### src/rtl/asyn_fifo_pkg.sv
// Shared helpers for the async FIFO write- and read-side controllers.
// Gray/binary converters take a zero-extended vector of up to 32 bits.
// Leading zeros do not change either conversion, so callers cast the
// argument up and the result back down to their own width.
package asyn_fifo_pkg;

  // A pointer carries one lap bit above the RAM address.
  localparam int PTR_EXTRA_BITS = 1;
  localparam int CONV_WIDTH = 32;

  function automatic int ptr_width(input int addr_width);
    return addr_width + PTR_EXTRA_BITS;
  endfunction

  function automatic logic [CONV_WIDTH-1:0] bin2gray(input logic [CONV_WIDTH-1:0] b);
    return b ^ (b >> 1);
  endfunction

  function automatic logic [CONV_WIDTH-1:0] gray2bin(input logic [CONV_WIDTH-1:0] g);
    logic [CONV_WIDTH-1:0] b;
    b = g;
    for (int i = 1; i < CONV_WIDTH; i++) begin
      b = b ^ (g >> i);
    end
    return b;
  endfunction

endpackage

### src/rtl/asyn_fifo_gray2bin.sv
// Combinational Gray-to-binary converter.
// Each binary bit is the XOR of all Gray bits at or above it. Every bit is a
// direct reduction, so there is no ripple chain through the output vector.
module asyn_fifo_gray2bin #(
  parameter int W = 7
) (
  input  logic [W-1:0] g,
  output logic [W-1:0] b
);

  genvar gi;
  generate
    for (gi = 0; gi < W; gi++) begin : g_bit
      assign b[gi] = ^g[W-1:gi];
    end
  endgenerate

endmodule

### src/rtl/asyn_fifo_write_ctrl.sv
// Write-domain controller of the async FIFO.
// Holds the binary and Gray write pointers and drives the RAM write port.
// Produces a registered, pessimistic full flag from the synced Gray read
// pointer, and a sticky overflow flag.
// Optional macro WRITE_LEVEL_EN adds the write_level and almost_full outputs.
module asyn_fifo_write_ctrl
  import asyn_fifo_pkg::*;
#(
  parameter int ADDR_WIDTH         = 6,
  parameter int ALMOST_FULL_THRESH = 48
) (
  input  logic                  write_clk,
  input  logic                  write_rst_n,
  input  logic                  write_en,
  input  logic [ADDR_WIDTH:0]   sync_read_to_write,
  input  logic                  clear_overflow,
  output logic [ADDR_WIDTH-1:0] write_addr,
  output logic                  write_mem_en,
  output logic [ADDR_WIDTH:0]   write_ptr,
  output logic                  full,
  output logic                  overflow
`ifdef WRITE_LEVEL_EN
  ,
  output logic [ADDR_WIDTH:0]   write_level,
  output logic                  almost_full
`endif
);

  localparam int PW = ptr_width(ADDR_WIDTH);
  localparam int AW = ADDR_WIDTH;

  logic [PW-1:0] wbin;
  logic [PW-1:0] wbin_next;
  logic [PW-1:0] wgray_next;
  logic [PW-1:0] read_gray_full;
  logic          push;
  logic          full_next;
  logic          overflow_next;

  // A push is only accepted while not full. The reset gate keeps the RAM
  // strobe quiet while the controller is held in reset.
  assign push         = write_en & ~full;
  assign write_mem_en = push & write_rst_n;
  assign write_addr   = wbin[AW-1:0];

  assign wbin_next  = wbin + PW'(push);
  assign wgray_next = PW'(bin2gray(32'(wbin_next)));

  // A full FIFO's Gray write pointer equals the read pointer with its top two
  // bits inverted, which is one lap ahead at the same address.
  assign read_gray_full = {~sync_read_to_write[AW:AW-1], sync_read_to_write[AW-2:0]};
  assign full_next      = (wgray_next == read_gray_full);

  // A set has priority over a clear in the same cycle, so no overflow event is lost.
  assign overflow_next = (write_en & full) | (overflow & ~clear_overflow);

  // Pointer, full and overflow registers.
  always_ff @(posedge write_clk or negedge write_rst_n) begin
    if (!write_rst_n) begin
      wbin      <= '0;
      write_ptr <= '0;
      full      <= 1'b0;
      overflow  <= 1'b0;
    end else begin
      wbin      <= wbin_next;
      write_ptr <= wgray_next;
      full      <= full_next;
      overflow  <= overflow_next;
    end
  end

`ifdef WRITE_LEVEL_EN
  logic [PW-1:0] read_bin;
  logic [PW-1:0] level_next;

  asyn_fifo_gray2bin #(
    .W (PW)
  ) u_read_gray2bin (
    .g (sync_read_to_write),
    .b (read_bin)
  );

  // Modular difference. The lap bit makes a full FIFO read 2**AW instead of 0.
  assign level_next = wbin_next - read_bin;

  // Registered occupancy and almost-full, both seen through the synced read pointer.
  always_ff @(posedge write_clk or negedge write_rst_n) begin
    if (!write_rst_n) begin
      write_level <= '0;
      almost_full <= 1'b0;
    end else begin
      write_level <= level_next;
      almost_full <= (level_next >= PW'(ALMOST_FULL_THRESH));
    end
  end
`endif

endmodule

### config.mk
export PLATFORM = sky130hd
export DESIGN_NAME = asyn_fifo_write_ctrl
export DESIGN_NICKNAME = d
export VERILOG_FILES = /design/src/rtl/asyn_fifo_pkg.sv /design/src/rtl/asyn_fifo_gray2bin.sv /design/src/rtl/asyn_fifo_write_ctrl.sv
export SDC_FILE = /design/constraint.sdc
export NUM_CORES = 1
export LEC_CHECK = 0
export BUFFER_PORTS_ARGS = -buffer_cell sky130_fd_sc_hd__buf_2
export CAP_MARGIN = 20
export CORE_MARGIN = 5
export CORE_UTILIZATION = 45
export DETAILED_ROUTE_END_ITERATION = 12
export HOLD_SLACK_MARGIN = 0.1
export PLACE_DENSITY_LB_ADDON = 0.15
export SYNTH_ARGS = -nofsm -noshare
export SYNTH_HDL_FRONTEND = slang
export SYNTH_HIERARCHICAL = 1
export SYNTH_SLANG_ARGS = --single-unit
### constraint.sdc
create_clock -name write_clk -period 2.5 [get_ports write_clk]
set_input_delay 0.125 -clock write_clk [delete_from_list [all_inputs] [get_ports write_clk]]
set_output_delay 0.125 -clock write_clk [all_outputs]
set_load 0.05 [all_outputs]
**After elaboration in Yosys (flattened, before gate mapping)**

Cells that the tools add are included.
Widths: inputs -> output; s select.

- Memories: 0
- ROM bits: 0
- Input port bits: 11
- Word-level logic and storage cells: 15
- Output and inout port bits: 16
- Memory bits (writable): 0
- Register bits after elaboration: 16
- Bits in latches: 0

- Magnitude comparators: 0
- Shift-type cells: 0
- Eq/ne operators: 1
- Multiply operators: 0
- Reduce and logical (&&, ||, !) cells: 0
- Bitwise operators: 9
- Divide/modulo/power cells: 0
- Multiplexer cells: 0
- Add/subtract/negate cells: 1

Operators by type and width:

| cell | count |
|---|---|
| $add 7x1->7 | 1 |
| $eq 7x7->1 | 1 |
| $xor 7x6->7 | 1 |
| $and 1x1->1 | 4 |
| $not 1->1 | 2 |
| $not 2->2 | 1 |
| $or 1x1->1 | 1 |

**Depth between registers and ports, before layout**

- Depth after elaboration: 5
- Depth in mapped cells: 7
- Depth with buffers taken out: 7

**Worst setup path before layout**

No wires, ideal clock.

- Path type: reg-to-reg
- From: register full
- To: register full
- Cell stages (with the launch flop): 8
- Path slack: 69 ps
- Data arrival time: 2,344 ps
- Path buffers: 0
- Required time: 2,413 ps
- Clock period less this slack: 2,431 ps
- Library setup time: 87 ps
- Cell sequence: dfrtp_1 > nor2b_1 > ha_1 > nand2_1 > nor3_2 > xnor3_1 > or3b_2 > a211oi_2

- Longest elaborated chain between the ends: 5

Ends and longest elaborated chain:

| element | RTL line | RTL |
|---|---|---|
| from (decl) | asyn_fifo_write_ctrl.sv:20 | `output logic full,` |
| from (signal assigned) | asyn_fifo_write_ctrl.sv:67 | `full <= full_next;` |
| $not 1->1 | asyn_fifo_write_ctrl.sv:42 | `assign push = write_en & ~full;` |
| $and 1x1->1 | asyn_fifo_write_ctrl.sv:42 |  |
| $add 7x1->7 | asyn_fifo_write_ctrl.sv:46 | `assign wbin_next = wbin + PW'(push);` |
| $xor 7x6->7 | asyn_fifo_pkg.sv:16 | `return b ^ (b >> 1);` |
| $eq 7x7->1 | asyn_fifo_write_ctrl.sv:52 | `assign full_next = (wgray_next == read_gray_full);` |
| net full_next | asyn_fifo_write_ctrl.sv:37 | `logic full_next;` |

The timed path passes the listed nets, and every way through them passes these cells.

**Worst setup path in the final report**

Ends and elaborated chain as after synthesis.

==> results.yml <==
outcome:
  status: "finished clean"
sta:
  final.min_clock_period_ps: 2330
  skew_ps: 2.64
  maxSlewViolCount: 0
  fmax_mhz: 429
  tightest_slew_ps: 344
  finalSetupViolCount: 0
  rsz0062_at_grt: "no"
  tns_ps: 0
  maxSlewHeadroom: 0.770
  hold_viol_final: 0
  fin_crit_sh: 0.932
cts:
  cts_buffers: 3
  cts-root-buf: "clkbuf_4"
  cts_sinks: 15
  clock_latency_ps: 280
  cts_htree_levels: 1
  clk_path_buf_depth: 2
  clk_pin_slew_worst_paths_ps: 80
  cts_tree: "done"
synth:
  yosysWarningCount: 6
  syn_avg_cell_area_sq_um: 11.7
  synth_seq_cells: 15
  ys.flop_type: "dfrtp_1"
  ys_seq_area_frac: 0.473
  synthDistinctLibCells: 25
  synth_commonest_cells: "dfrtp_1 (15), xnor2_1 (14), xor2_1 (8)"
  syn_nets: 81
  synth_cells: 68
  synth_area_sq_um: 793
  yosys.area.top_type: "dfrtp_1"
  synth-async-reset-ratio: 1.00
  yosysMostFrequentCell: "dfrtp_1"
  synth_edf_count: 0
  netlist.area_leader.share: 0.473
  synth.area.top_cells: "dfrtp_1 (47%), xnor2_1 (15%), xor2_1 (8.8%)"
critical_path:
  path_max_fanout: 8
  cp.required_ps: 2700
  cpMaxStageDelayCell: "or3b_2"
  critPathLaunchType: "register"
  worst-endpoint-arrival_ps: 2530
  endpoint_kind: "register"
  worstSetupPathType: "register to register"
  max_stage_delay_ps: 480
  path_cells: "nor2b_1 -> ha_2 -> nand2_1 -> nor3_4 -> xnor3_1 -> or3b_2 -> a211oi_2"
placed_design:
  io_buffers: 26
  place.gp.congestion: 0.741
  hpwl_microns: 1130
floorplanning:
  fp.dieArea_sq_um: 2700
  io_pins: 27
  design.core.area_sq_um: 1710
  die_y_microns: 52.0
  rows: 15
  die_w_microns: 52.0
  initial_core_util: 0.464
grt:
  grt_pass1_wl_microns: 2520
  grt_overflow: 0
  grt_max_degree: 17
  antenna_found_initial: 0
  grt_pass1_vias: 589
  track_usage: 0.130
route:
  final_antenna_net_count: 0
  firstDrtPassIters: 3
  vias: 572
  wire_per_inst_microns: 11.9
  via_per_inst: 4.58
  dr.first_iter.drc_count: 4
  drcViolationCount: 0
  routed_wl_microns: 1490
layout:
  layout.nets: 114
  syn2layout_area_growth_pct: 29.5
  register_area_sq_um: 375
  antenna-diode-count: 0
  multi_input_area_sq_um: 412
  fillCellCount: 155
  drive_above_1_share: 0.370
worst_hold_path:
  hold_class: "input pin to register"
flow_run:
  maxCapViolations: 0
[flip-flops by register name, summed over array words and instances, names as in the netlist]
| signal | flops |
|---|---|
| wbin | 7 |
| overflow | 1 |
| write_ptr | 6 |
| full | 1 |
[per-stage QoR]
step	instance area (sq um)	worst slack (ps)	util	hold slack, ps	std cells
6_report	1030	171	0.601	177	125
3_5_place_dp	952	91.5	0.558	50.7	118
2_1_floorplan	793	68.9	-	-171	68
5_1_grt	1030	3.16	0.601	191	125
3_3_place_gp	952	186	0.558	48.4	118
4_1_cts	1010	70.4	0.590	176	125
[timing repair]
item | CTS | global route
setup endpoints to repair | 0 | 1
hold endpoints to repair | 16 | 0
gates resized for setup | 0 | 4
hold buffers | 3 | 0
buffers inserted | 0 | 0
[layout make-up]
class	instances	share of cell area
clock buffers	4	0.0256
inverters	4	0.0146
multi-input cells	47	0.401
flip-flops and latches	15	0.365
well taps	25	0.0305
repair buffers	30	0.163
[cell families after synthesis]
family | count (synthesis) | synth area share
xor+xnor | 23 | 0.271
simple gates | 16 | 0.125
flops | 15 | 0.473
compound gates | 6 | 0.0678
buf+inv | 6 | 0.0315
fa+ha+maj | 2 | 0.0315
[cell usage in the layout (no fill, tap or decap), types with 2 or more instances in the layout]
master / Yosys / final
dlygate4sd3_1: 0 / 3
ha_2: 0 / 2
buf_2: 2 / 26
dfrtp_1: 15 / 15
xnor2_1: 14 / 13
inv_1: 4 / 4
nor2b_1: 2 / 2
nand2_1: 4 / 4
xor2_1: 8 / 8
clkbuf_4: 0 / 3
[metal layers]
layer	vias up	routed length, microns	part of all wire	global-route usage
met2	18	724	0.49	0.213
met3	4	102	0.068	0.0401
met5	-	0	0	0
met1	264	638	0.43	0.147
li1	286	-	-	-
met4	0	26	0.017	0.0786
[critical path: cells and delay by family, from the launching register on]
kind / cells / cell delay [ps]
AOI/OAI and AO/OA: 1 / 180
xor gates and xnor gates: 1 / 260
adders and majority gates: 1 / 300
DFF: 1 / 400
and+or+nand+nor: 4 / 1110
[final timing paths]
kind,cells past startpoint,start,endpoint,slack [ps]
max,7,full$_DFF_PN0_,full$_DFF_PN0_,170
min,3,sync_read_to_write[3],full$_DFF_PN0_,180
max reg2reg,7,full$_DFF_PN0_,full$_DFF_PN0_,170
min reg2reg,1,wbin[6]$_DFF_PN0_,wbin[6]$_DFF_PN0_,570
max in group asynchronous,2,write_rst_n,write_ptr[1]$_DFF_PN0_,1970
min in group asynchronous,2,write_rst_n,wbin[6]$_DFF_PN0_,280
Power is left out: the tool's default activity adds up to more than one toggle a clock period on the data nets, which glitch-free logic cannot reach.
